==> src/rtl/bdram_arbiter.sv <==
`default_nettype none
// ============================================================================
//  Module   : bdram_arbiter
//  Purpose  : Two-requester front end for a single-port 32-bit block RAM
//             (byte write enables, one-cycle read latency). Merges the CPU
//             instruction-fetch and data ports onto the one RAM port, routes
//             the returned word to the winner with a valid pulse, and keeps a
//             held copy of each requester's last returned word.
//  Ports    : clk, rst              - clock, synchronous active-high reset
//             inst_req/addr/gnt     - instruction read request, grant
//             inst_rvalid/rdata     - instruction response pulse and data
//             data_req/we/addr/wdata- data request (we == 0 means read)
//             data_gnt              - data grant
//             data_rvalid/rdata     - data response pulse and data
//             bram_ena/wea/addra/dina/douta - block RAM port
//  Revision : 1.0 - initial release
// ============================================================================
module bdram_arbiter #(
    parameter int ADDR_LSB   = 2,
    parameter int AW         = 16,
    parameter int STARVE_MAX = 4
) (
    input  logic          clk,
    input  logic          rst,

    input  logic          inst_req,
    input  logic [31:0]   inst_addr,
    output logic          inst_gnt,
    output logic          inst_rvalid,
    output logic [31:0]   inst_rdata,

    input  logic          data_req,
    input  logic [3:0]    data_we,
    input  logic [31:0]   data_addr,
    input  logic [31:0]   data_wdata,
    output logic          data_gnt,
    output logic          data_rvalid,
    output logic [31:0]   data_rdata,

    output logic          bram_ena,
    output logic [3:0]    bram_wea,
    output logic [AW-1:0] bram_addra,
    output logic [31:0]   bram_dina,
    input  logic [31:0]   bram_douta
);

    localparam int c_SW = (STARVE_MAX < 1) ? 1 : $clog2(STARVE_MAX + 1);
    localparam logic [c_SW-1:0] c_STARVE_MAX = c_SW'(STARVE_MAX);

    logic [c_SW-1:0] r_starve_cnt;
    logic [1:0]      r_resp_own;      // {inst, data} grants of the previous cycle
    logic [31:0]     r_inst_hold;
    logic [31:0]     r_data_hold;

    logic            w_starved;
    logic            w_inst_gnt;
    logic            w_data_gnt;
    logic [31:0]     w_win_addr;
    logic            w_inst_rvalid;
    logic            w_data_rvalid;
    logic            w_unused;

    // Data has priority unless instruction fetch has waited STARVE_MAX cycles.
    // Nothing is granted while reset is held.
    assign w_starved  = (r_starve_cnt == c_STARVE_MAX);
    assign w_inst_gnt = ~rst & inst_req & (~data_req | w_starved);
    assign w_data_gnt = ~rst & data_req & ~(inst_req & w_starved);

    assign inst_gnt   = w_inst_gnt;
    assign data_gnt   = w_data_gnt;

    // Idle cycles drive address/data from the data port.
    assign w_win_addr = w_inst_gnt ? inst_addr : data_addr;
    assign bram_ena   = w_inst_gnt | w_data_gnt;
    assign bram_wea   = w_data_gnt ? data_we : 4'b0000;
    assign bram_addra = w_win_addr[ADDR_LSB+AW-1:ADDR_LSB];
    assign bram_dina  = data_wdata;

    // Upper address bits alias onto the RAM; they are intentionally unused.
    assign w_unused   = ^{inst_addr, data_addr};

    // Gating with rst suppresses the response of an access granted just
    // before reset rose; the owner register only clears at the reset edge.
    assign w_inst_rvalid = r_resp_own[1] & ~rst;
    assign w_data_rvalid = r_resp_own[0] & ~rst;

    assign inst_rvalid = w_inst_rvalid;
    assign data_rvalid = w_data_rvalid;

    // Live RAM data during the valid cycle, held copy afterwards.
    assign inst_rdata  = w_inst_rvalid ? bram_douta : r_inst_hold;
    assign data_rdata  = w_data_rvalid ? bram_douta : r_data_hold;

    always_ff @(posedge clk) begin
        if (rst) begin
            r_resp_own <= 2'b00;
        end else begin
            r_resp_own <= {w_inst_gnt, w_data_gnt};
        end
    end

    always_ff @(posedge clk) begin
        if (rst) begin
            r_starve_cnt <= '0;
        end else if (w_inst_gnt) begin
            r_starve_cnt <= '0;
        end else if (inst_req && !w_starved) begin
            r_starve_cnt <= r_starve_cnt + 1'b1;
        end
    end

    // Hold registers capture the RAM word at the edge that ends the pulse.
    always_ff @(posedge clk) begin
        if (rst) begin
            r_inst_hold <= 32'h0;
            r_data_hold <= 32'h0;
        end else begin
            if (r_resp_own[1]) begin
                r_inst_hold <= bram_douta;
            end
            if (r_resp_own[0]) begin
                r_data_hold <= bram_douta;
            end
        end
    end

endmodule
`default_nettype wire

==> config.mk <==
export PLATFORM = sky130hd
export DESIGN_NAME = bdram_arbiter
export DESIGN_NICKNAME = d
export VERILOG_FILES = /design/src/rtl/bdram_arbiter.sv
export SDC_FILE = /design/constraint.sdc
export NUM_CORES = 1
export LEC_CHECK = 0
export ABC_AREA = 1
export CAP_MARGIN = 20
export CORE_AREA = 2 2 101 103
export CTS_CLUSTER_SIZE = 8
export DETAILED_ROUTE_END_ITERATION = 16
export DIE_AREA = 0 0 103 105
export DONT_BUFFER_PORTS = 1
export PLACE_DENSITY = 0.55
export SYNTH_ARGS = -nofsm -noshare
export SYNTH_HDL_FRONTEND = slang
export SYNTH_SLANG_ARGS = --single-unit
==> constraint.sdc <==
create_clock -name clk -period 2.3 [get_ports clk]
set_input_delay 0.345 -clock clk [delete_from_list [all_inputs] [get_ports clk]]
set_output_delay 0.345 -clock clk [all_outputs]
set_load 0.1 [all_outputs]
==> metrics.md, run 1 <==
| Metric | Value |
|---|---|
| Status | `completed` |
| Max rail drop VDD | `0.426 mV` |
| Setup Total Neg Slack | `0 ns` |
| Via density | `5.04` |
| Vias in the first global route | `3,500` |
| Clk sinks | `69` |
| Chip width | `103 um` |
| Fraction of layout cells with a size suffix above 1 | `35.4%` |
| H-tree Lvls | `3` |
| Post-Route WL | `9630 um` |
| Row cnt | `36` |
| Reg2Reg Setup Slack | `0.98 ns` |
| Diode count | `0` |
| Max Root-Sink Buffers | `2` |
| MaxCap Viol Count | `0` |
| Final max-slew violation count | `0` |
| R2R cell count | `7` |
| Post-synth top area share | `38.0%` |
| DPL Wire Length | `6770 um` |
| Initial Util | `37.7%` |
| Overall Global Routing Usage | `18.2%` |
| Clock Skew | `0.0102 ns` |
| Gpl congestion | `0.738` |
| Skew-Pair Late Insertion Delay | `0.34 ns` |
| Leakage | `2.45 nW` |
| Syn_area_per_cell | `6.96 um2` |
| Startpoint Class | `flip-flop` |
| Synth Instances | `522` |
| Dominant synthesized flop cell | `dfxtp_1` |
| Routed Antenna Nets | `0` |
| Crit end category | `output pin` |
| Worst-Margin Slew | `0.581 ns` |
| Antenna violations before repair | `0` |
| Min setup slack post-route | `0.108 ns` |
| Core box area | `0.00964 mm2` |
| Die area | `0.0108 mm2` |
| Hold depth | `1` |
| Final Critical Period | `2.19 ns` |
| Area Growth Syn to Fin | `63.2%` |
| Clk slew on worst S/H paths | `0.07 ns` |
| Worst slew margin | `61.2%` |
| Synthesized cell area | `0.00363 mm2` |
| Number of buffers added on ports | `0` |
| FMAX | `456 MHz` |
| Number of synthesized flops with an enable pin | `0` |
| Die height | `105 um` |
| Critical path type | `flip-flop to output pin` |
| Cell variety after synth | `22` |
| CTS root buffer | `clkbuf_8` |
| Tot Pwr | `4.00 mW` |
| Synth top cells by count | `nand2_1, dfxtp_1, nand3_1, o21ai_1, o21ai_0` |
| Seq/Total Area, Yosys | `38.0%` |
| Post-place setup slack | `0.331 ns` |
| Post-Syn Nets | `660` |
| Synth area leader | `dfxtp_1` |
| Routed vias | `3,545` |
| Synthesis-stage register bit count | `69` |
| Power density cells | `675 mW/mm2` |
| DRC | `0` |
| CP required | `1.96 ns` |
| Nets | `703` |
| # IOs | `257` |
| CP arrival | `1.85 ns` |
| Pin count of the biggest net entering global routing | `94` |
| Pre-antenna DRT Iters | `4` |
| Final worst-path cycle share | `95.3%` |
| Iteration-0 DRC Markers | `113` |
| Final setup fails | `0` |
| WL/cell | `13.7 um` |
| Synth top area cells | `dfxtp_1, nand2_1, nand3_1` |
| Ys Warns | `0` |
| CTS tree | `done` |
| Post-synth ARST share | `0%` |
| Worst Hold Class | `input pin to flip-flop` |
| Most numerous cell in the Yosys netlist | `nand2_1` |
| Total grt overflow | `0` |
| CP Max Fanout | `8` |
| First-pass GRT wire length | `16,200 um` |
| Final Hold Vio Count | `0` |
| CTS buffer count | `9` |
[kinds of logic (layout without fill, tap and decap cells)]
family	count (synthesis)	count (layout)	synth area share [%]
buf+inv	120	168	18.1
compound gates	130	130	19.4
flops	69	69	38.0
simple gates	201	201	23.7
fa+ha+maj	2	2	0.689
[cell usage in the layout (no fill, tap or decap)]
cell type   netlist  final
ha_1              2      2
o21ai_4           0     37
o21ai_1          59     12
inv_4             1      2
dfxtp_2           0      1
clkinv_2          0      1
nand2_4           0      1
clkbuf_16         0      1
dfxtp_1          69     68
buf_12            0     84
nand3_1          66     66
buf_4            38     13
nor2_1            9      5
bufinv_16         0      3
nor2_4            1      2
nand2_2           6      7
o31ai_1           1      1
inv_1            49     49
clkinv_4          0      1
clkinvlp_4        0      1
buf_8             1      1
o21ai_0          56     49
inv_2             3      1
nor2_2            1      4
o21ai_2          14     31
clkbuf_8          0     11
nand2_1         118    116
[where the power goes]
part	internal, mW	switching [mW]	total, mW
clock	0.782	0.463	1.25
combinational	0.460	1.02	1.48
sequential	1.25	0.0283	1.28
total	2.49	1.51	4.00
[layout make-up]
cell class,count,area [um2]
Clock buffer,11,151
Tap cell,133,166
Timing Repair Buffer,99,1820
Multi-Input combinational cell,333,2100
Sequential cell,69,1380
Clock inverter,5,106
Fill cell,847,3710
Inverter,53,205
[worst paths after layout]
path	from	to
hold reg to reg	r_resp_own[0]$_SDFF_PP0_	r_data_hold[22]$_SDFFE_PP0P_
setup reg to reg	r_starve_cnt[1]$_SDFFE_PP0P_	r_starve_cnt[1]$_SDFFE_PP0P_
setup / recovery	r_starve_cnt[1]$_SDFFE_PP0P_	bram_addra[6]
hold / removal	rst	r_data_hold[22]$_SDFFE_PP0P_
[per-stage QoR]
stage          hold slack (ns)  utilization, %  cell area (um2)  cells
2_1_floorplan            0.418               -             4130    522
3_3_place_gp             0.429            58.3             5620    685
3_5_place_dp             0.438            58.3             5620    685
4_1_cts                 0.0982            61.0             5880    701
5_1_grt                 0.0995            61.5             5930    703
6_report                 0.112            61.5             5930    703
[state kept, by name, indices dropped and copies added (netlist names)]
name	flops
r_resp_own	2
r_starve_cnt	3
r_data_hold	32
r_inst_hold	32
[layer usage]
metal	up-vias	GRT usage (%)	part of all wire, %
met1	1647	21.6	40
met3	22	4.01	5.5
met5	-	0	0
met2	128	32.5	53
li1	1748	-	-
met4	0	5.17	1.5
[worst max-delay path: stages, from the launching register on]
cell,delay [ns]
dfxtp_1,0.37
inv_1,0.06
ha_1,0.21
nand2_2,0.12
nand2_1,0.10
nand2_4,0.14
clkbuf_16,0.16
nand2_1,0.06
nand2_1,0.10
buf_12,0.18
[timing repair]
action | 4_1_cts | 5_1_grt
setup buffers | 0 | 1
hold buffers | 0 | 0
pin swaps | 0 | 1
setup endpoints to repair | 16 | 17
gates resized for setup | 2 | 5
gates cloned | 0 | 1
(Power assumes the default switching activity.)
==> inputs of run 2 (changes only) <==
==> config.mk (replaced) <==
export PLATFORM = sky130hd
export DESIGN_NAME = bdram_arbiter
export DESIGN_NICKNAME = d
export VERILOG_FILES = /design/src/rtl/bdram_arbiter.sv
export SDC_FILE = /design/constraint.sdc
export NUM_CORES = 1
export LEC_CHECK = 0
export CAP_MARGIN = 20
export CORE_AREA = 2 2 100 102
export CTS_CLUSTER_SIZE = 8
export DETAILED_ROUTE_END_ITERATION = 16
export DIE_AREA = 0 0 102 104
export DONT_BUFFER_PORTS = 1
export PLACE_DENSITY = 0.57
export SYNTH_ARGS = -nofsm -noshare
export SYNTH_HDL_FRONTEND = slang
export SYNTH_SLANG_ARGS = --single-unit
==> metrics.md, run 2 <==
| Metric | Value |
|---|---|
| Buf/Inv on CP | `3 (unchanged)` |
| Final worst-path cycle share | `97.7% (+2.4 points)` |
| Hold-fix buffers, CTS | `0 (unchanged)` |
| Worst slew margin | `59.8% (-1.4 points)` |
| Most frequent cells in the layout | `buf_12, mux2_2, dfxtp_1` |
| Die height | `104 um (-0.95%)` |
| Leakage | `2.19 nW (-11%)` |
| Met1 global-route usage | `20.2% (-1.3 points)` |
| CP dominant cell by count | `buf_12` |
| Post-CTS Setup Repair Bufs | `0 (unchanged)` |
| CP Max Fanout | `17 (+9)` |
| Overall Global Routing Usage | `17.2% (-1.1 points)` |
| Most common cell after layout, fill and taps aside | `buf_12` |
| First-pass GRT wire length | `14,600 um (-9.7%)` |
| Startpoint Class | `flip-flop` |
| Diode count | `0 (unchanged)` |
| Synthesis-stage register bit count | `69 (unchanged)` |
| R2R cell count | `3 (-4)` |
| Row cnt | `36 (unchanged)` |
| Worst path depth | `7 (-2)` |
| CP Cell Sequence | `inv_2 -> ha_4 -> a21boi_4 -> nor3_4 -> buf_12 -> mux2_2 -> buf_12` |
| Pin count of the biggest net entering global routing | `75 (-20%)` |
| Seq/Total Area, Yosys | `36.6% (-1.4 points)` |
| Clk slew on worst S/H paths | `0.08 ns (about the same)` |
| Worst Hold Class | `input pin to flip-flop` |
| Synth top area cells | `dfxtp_1, mux2_2, mux2i_1` |
| Via density | `5.01 (-0.66%)` |
| Number of synthesized flops with an enable pin | `0 (unchanged)` |
| Setup Total Neg Slack | `0 ns (unchanged)` |
| Total grt overflow | `0 (unchanged)` |
| # IOs | `257 (unchanged)` |
| Global routing usage on met2 | `28.9% (-3.6 points)` |
| Nets | `541 (-23%)` |
| Biggest regs | `r_data_hold x32, r_inst_hold x32, r_starve_cnt x3` |
| DPL Wire Length | `6270 um (-7.4%)` |
| Final setup fails | `0 (unchanged)` |
| Chip width | `102 um (-0.97%)` |
| RSZ-0062 raised after global routing | `yes` |
| Max Root-Sink Buffers | `2 (unchanged)` |
| CTS tree | `done` |
| Worst-Margin Slew | `0.603 ns (+0.0223 ns)` |
| Vias in the first global route | `2,807 (-20%)` |
| Power density cells | `650 mW/mm2 (-3.7%)` |
| WL/cell | `16.7 um (+22%)` |
| Clk sinks | `69 (unchanged)` |
| Fraction of layout cells with a size suffix above 1 | `48.8% (+13 points)` |
| Max incr delay on CP | `0.38 ns (about the same)` |
| Final max-slew violation count | `0 (unchanged)` |
| Most numerous cell in the Yosys netlist | `mux2_2` |
| Core box area | `0.00955 mm2 (-0.93%)` |
| Initial Util | `39.5% (+1.8 points)` |
| Syn_area_per_cell | `10.4 um2 (+49%)` |
| Iteration-0 DRC Markers | `63 (-44%)` |
| Gpl congestion | `0.780 (+5.7%)` |
| Post-Route WL | `9020 um (-6.3%)` |
| CTS root buffer | `clkbuf_8` |
| Post-Syn Nets | `501 (-24%)` |
| Cell variety after synth | `27 (+23%)` |
| Synth top cells by count | `mux2_2, dfxtp_1, mux2i_1, nor2_1, buf_4` |
| Clock Skew | `0.0151 ns (+0.00491 ns)` |
| Synth Instances | `363 (-30%)` |
| Routed vias | `2,700 (-24%)` |
| Die area | `0.0106 mm2 (-1.9%)` |
| Critical path type | `flip-flop to output pin` |
| DRC | `0 (unchanged)` |
| Status | `completed` |
| Synthesized cell area | `0.00378 mm2 (+3.9%)` |
| GR peak layer | `met2` |
| H-tree Lvls | `3 (unchanged)` |
| Dominant synthesized flop cell | `dfxtp_1` |
| CP max stage cell | `mux2_2` |
| Skew-Pair Late Insertion Delay | `0.33 ns (about the same)` |
| MaxCap Viol Count | `0 (unchanged)` |
| Hold depth | `1 (unchanged)` |
| CP required | `1.96 ns (about the same)` |
| Met3 GRT Util | `5.85% (+1.8 points)` |
| Post-synth ARST share | `0% (unchanged)` |
| Synth area leader | `dfxtp_1` |
| Antenna violations before repair | `0 (unchanged)` |
| Area Growth Syn to Fin | `43.5%` |
| Hold Slack | `0.0724 ns (-0.0399 ns)` |
| Final Hold Vio Count | `0 (unchanged)` |
| Max rail drop VDD | `0.320 mV (-25%)` |
| CTS buffer count | `9 (unchanged)` |
| CP delay by family, top | `buffers and inverters` |
| CP arrival | `1.90 ns (+0.05 ns)` |
| Final Critical Period | `2.25 ns (+0.0551 ns)` |
| Routed Antenna Nets | `0 (unchanged)` |
| Post-synth top area share | `36.6% (-1.4 points)` |
| Ys Warns | `0 (unchanged)` |
| Pre-antenna DRT Iters | `4 (unchanged)` |
| Crit end category | `output pin` |
| FMAX | `445 MHz (-2.5%)` |
| Number of buffers added on ports | `0 (unchanged)` |
==> run 2: worst reg2reg max path, stage by stage (launching register included) <==
cell and delay [ns]:
dfxtp_2 0.33, buf_4 0.50, mux2i_1 0.29, nor2_1 0.06
==> run 2: cells by family (layout without fill, tap and decap cells) <==
group | Yosys count | in the layout | share of synthesized area (%)
buffers and inverters | 62 | 105 | 10.8
multiplexers | 144 | 144 | 41.7
flip-flops | 69 | 69 | 36.6
AO/OA/AOI/OAI | 8 | 8 | 1.42
adder cells (fa/ha/maj) | 2 | 2 | 0.663
AND/OR/NAND/NOR | 78 | 78 | 8.81
==> run 2: area by class of cell <==
type	instances	area, um2
Clock inverter	5	53.8
Tap cell	133	166
Timing Repair Buffer	86	1620
Inverter	5	18.8
Clock buffer	9	124
Fill cell	821	4130
Multi-Input combinational cell	232	2050
Sequential cell	69	1390
==> run 2: per-layer routing <==
| layer | vias to the layer above | routed length [um] | part of all wire, % |
|---|---|---|---|
| met5 | - | 0 | 0 |
| met4 | 0 | 120 | 1.3 |
| met3 | 12 | 644 | 7.1 |
| met2 | 84 | 4690 | 52 |
| met1 | 1323 | 3560 | 40 |
| li1 | 1281 | - | - |
==> run 2: path summary, 6_finish.rpt <==
path                            slack (ns)                            to                         start
worst max-delay path                  0.05                 bram_addra[3]  r_starve_cnt[0]$_SDFFE_PP0P_
worst min-delay path                  0.07  r_data_hold[15]$_SDFFE_PP0P_                           rst
worst max register to register        1.01   r_data_hold[1]$_SDFFE_PP0P_      r_resp_own[0]$_SDFF_PP0_
worst min register to register        0.47  r_starve_cnt[1]$_SDFFE_PP0P_  r_starve_cnt[1]$_SDFFE_PP0P_
==> run 2: what timing repair did <==
item | in CTS | in global routing
resized for setup | 2 | 2
endpoints found under the setup margin | 7 | 7
hold endpoints to repair | 0 | 0
==> run 2: power breakdown <==
part,internal (mW),switching [mW],total (mW)
Sequential,1.24,0.0244,1.27
Clock,0.485,0.444,0.930
Combinational,0.457,0.866,1.32
==> run 2: through the flow <==
stage	setup slack, ns	total power [mW]	std cells	util (%)	cell area (um2)
final	0.0525	3.52	539	56.7	5420
after CTS	0.00266	3.56	539	56.6	5410
after global routing	-0.0307	3.64	539	56.7	5420
after global placement	0.377	2.61	525	54.7	5220
after floorplan	-0.118	2.50	363	-	3820
after detailed placement	0.311	2.62	525	54.7	5220
==> inputs of run 3 (changes only) <==
--- a/config.mk
+++ b/config.mk
@@ -5,7 +5,6 @@
 export SDC_FILE = /design/constraint.sdc
 export NUM_CORES = 1
 export LEC_CHECK = 0
-export CAP_MARGIN = 20
 export CORE_AREA = 2 2 100 102
 export CTS_CLUSTER_SIZE = 8
 export DETAILED_ROUTE_END_ITERATION = 16
@@ -15,3 +14,4 @@
 export SYNTH_ARGS = -nofsm -noshare
 export SYNTH_HDL_FRONTEND = slang
 export SYNTH_SLANG_ARGS = --single-unit
+export TNS_END_PERCENT = 30
==> metrics.md, run 3 (synthesis results as in run 2) <==
| Metric | Value |
|---|---|
| DRC | `0 (unchanged)` |
| Reg2Reg Setup Slack | `1.01 ns (about the same)` |
| Diode count | `0 (unchanged)` |
| Post-Route WL | `9050 um (+0.41%)` |
| Row cnt | `36 (unchanged)` |
| Final Hold Vio Count | `0 (unchanged)` |
| CP Max Fanout | `9 (-8)` |
| Gpl congestion | `0.762 (-2.4%)` |
| R2R cell count | `3 (unchanged)` |
| Worst r2r src | `r_resp_own[0]$_SDFF_PP0_` |
| Critical path type | `flip-flop to output pin` |
| FMAX | `450 MHz (+1.2%)` |
| Most common cell after layout, fill and taps aside | `buf_12` |
| RSZ-0062 raised after global routing | `yes` |
| WL/cell | `16.6 um (-0.70%)` |
| First-pass GRT wire length | `14,500 um (-0.90%)` |
| Number of buffers added on ports | `0 (unchanged)` |
| Final core occ | `57.1% (+0.33 points)` |
| CP arrival | `1.88 ns (-0.02 ns)` |
| Die height | `104 um (unchanged)` |
| Chip width | `102 um (unchanged)` |
| Leakage | `2.21 nW (+0.76%)` |
| Startpoint Class | `flip-flop` |
| Vias in the first global route | `2,862 (+2.0%)` |
| Min setup slack post-route | `0.0785 ns (+0.0259 ns)` |
| Tot Pwr | `3.53 mW (+0.15%)` |
| Area Growth Syn to Fin | `44.3%` |
| Clk slew on worst S/H paths | `0.08 ns (about the same)` |
| Final max-slew violation count | `0 (unchanged)` |
| Max Root-Sink Buffers | `2 (unchanged)` |
| Die area | `0.0106 mm2 (unchanged)` |
| Antenna violations before repair | `0 (unchanged)` |
| Skew-Pair Late Insertion Delay | `0.34 ns (about the same)` |
| Clk sinks | `69 (unchanged)` |
| R2R Path End | `r_data_hold[22]$_SDFFE_PP0P_` |
| Crit end category | `output pin` |
| CTS buffer count | `9 (unchanged)` |
| Hold Slack | `0.0737 ns (+0.00126 ns)` |
| CP required | `1.96 ns (about the same)` |
| Total grt overflow | `0 (unchanged)` |
| Post-place setup slack | `0.255 ns (-0.0562 ns)` |
| Most frequent cells in the layout | `buf_12, mux2_2, dfxtp_1` |
| Worst slew margin | `59.8% (about the same)` |
| MaxCap Viol Count | `0 (unchanged)` |
| Iteration-0 DRC Markers | `30 (-52%)` |
| Status | `completed` |
| Hold_sp | `rst` |
| Fraction of layout cells with a size suffix above 1 | `49.3% (+0.50 points)` |
| Hold-fix buffers, CTS | `0 (unchanged)` |
| Power density cells | `647 mW/mm2 (-0.43%)` |
| Routed vias | `2,723 (+0.85%)` |
| Pin count of the biggest net entering global routing | `75 (unchanged)` |
| Max rail drop VDD | `0.331 mV (+3.5%)` |
| Final setup fails | `0 (unchanged)` |
| # fillers | `807 (-1.7%)` |
| Overall Global Routing Usage | `17.2% (+0.064 points)` |
| Core box area | `0.00955 mm2 (unchanged)` |
| WHS Endpoint | `r_data_hold[18]$_SDFFE_PP0P_` |
| Biggest regs | `r_data_hold x32, r_inst_hold x32, r_starve_cnt x3` |
| H-tree Lvls | `3 (unchanged)` |
| # IOs | `257 (unchanged)` |
| Nets | `546 (+0.92%)` |
| Initial Util | `39.5% (unchanged)` |
| Via density | `5.00 (-0.26%)` |
| Setup Total Neg Slack | `0 ns (unchanged)` |
| DPL Wire Length | `6320 um (+0.71%)` |
| CTS root buffer | `clkbuf_8` |
| CTS tree | `done` |
| Routed Antenna Nets | `0 (unchanged)` |
| Worst-Margin Slew | `0.603 ns (-0.000405 ns)` |
| Clock Skew | `0.0113 ns (-0.00380 ns)` |
| Final worst-path cycle share | `96.6% (-1.1 points)` |
| Hold depth | `1 (unchanged)` |
| Pre-antenna DRT Iters | `4 (unchanged)` |
| Final Critical Period | `2.22 ns (-0.0259 ns)` |
| Worst Hold Class | `input pin to flip-flop` |
[run 3: changes by cell type in the layout (fill, tap and decap cells not counted), sizes merged]
| cell | delta |
|---|---|
| clkinv | -1 |
| clkinvlp | +1 |
| buf | +5 |
| clkbuf | +1 |
[run 3: metal layers]
metal	vias up	track usage [%]	wire length (um)
met4	0	5.43	113
met3	15	6.79	675
met1	1318	19.9	3630
li1	1304	-	-
met5	-	0	0
met2	86	28.9	4630
[run 3: how the worst max path moves through the flow]
stage / start / end / cells past startpoint
after global placement: r_starve_cnt[0]$_SDFFE_PP0P_ / bram_addra[0] / 7
final: r_starve_cnt[1]$_SDFFE_PP0P_ / bram_addra[5] / 7
after floorplan: r_starve_cnt[0]$_SDFFE_PP0P_ / bram_wea[0] / 4
after global routing: r_starve_cnt[0]$_SDFFE_PP0P_ / bram_addra[5] / 7
after detailed placement: r_starve_cnt[0]$_SDFFE_PP0P_ / bram_addra[0] / 7
after CTS: r_starve_cnt[1]$_SDFFE_PP0P_ / bram_addra[6] / 7
[run 3: worst max-delay path, cell delays in order (launching register included)]
cell and delay (ns):
dfxtp_2 0.33, inv_2 0.07, ha_4 0.15, a21boi_4 0.07, nor3_4 0.22, buf_12 0.17, mux2_2 0.37, buf_12 0.17
[run 3: report_power, final]
| group | leakage, nW | switching (mW) | internal [mW] | total, mW |
|---|---|---|---|---|
| sequential | 0.564 | 0.0228 | 1.24 | 1.27 |
| clock | 0.0919 | 0.442 | 0.490 | 0.932 |
| combinational | 1.55 | 0.868 | 0.460 | 1.33 |
| total | 2.21 | 1.33 | 2.19 | 3.53 |
[run 3: stage by stage]
stage               cells  instance area, um2
global route          545                5450
floorplan             363                3810
global placement      526                5210
finish                545                5450
detailed placement    526                5210
CTS                   546                5480
[run 3: cell type report]
cell class / count / area, um2 / share of cell area (%)
clock inverters: 5 / 52.6 / 0.964
well taps: 133 / 166 / 3.05
clock buffers: 10 / 128 / 2.34
multi-input cells: 232 / 2050 / 37.6
flip-flops and latches: 69 / 1390 / 25.4
repair buffers: 91 / 1650 / 30.3
inverters: 5 / 18.8 / 0.344
[run 3: what timing repair did]
action                     CTS  global route
gates resized for setup      9             0
pin swaps                    2             1
setup endpoints to repair   16            14
cloned                       1             0
setup buffers                4             0
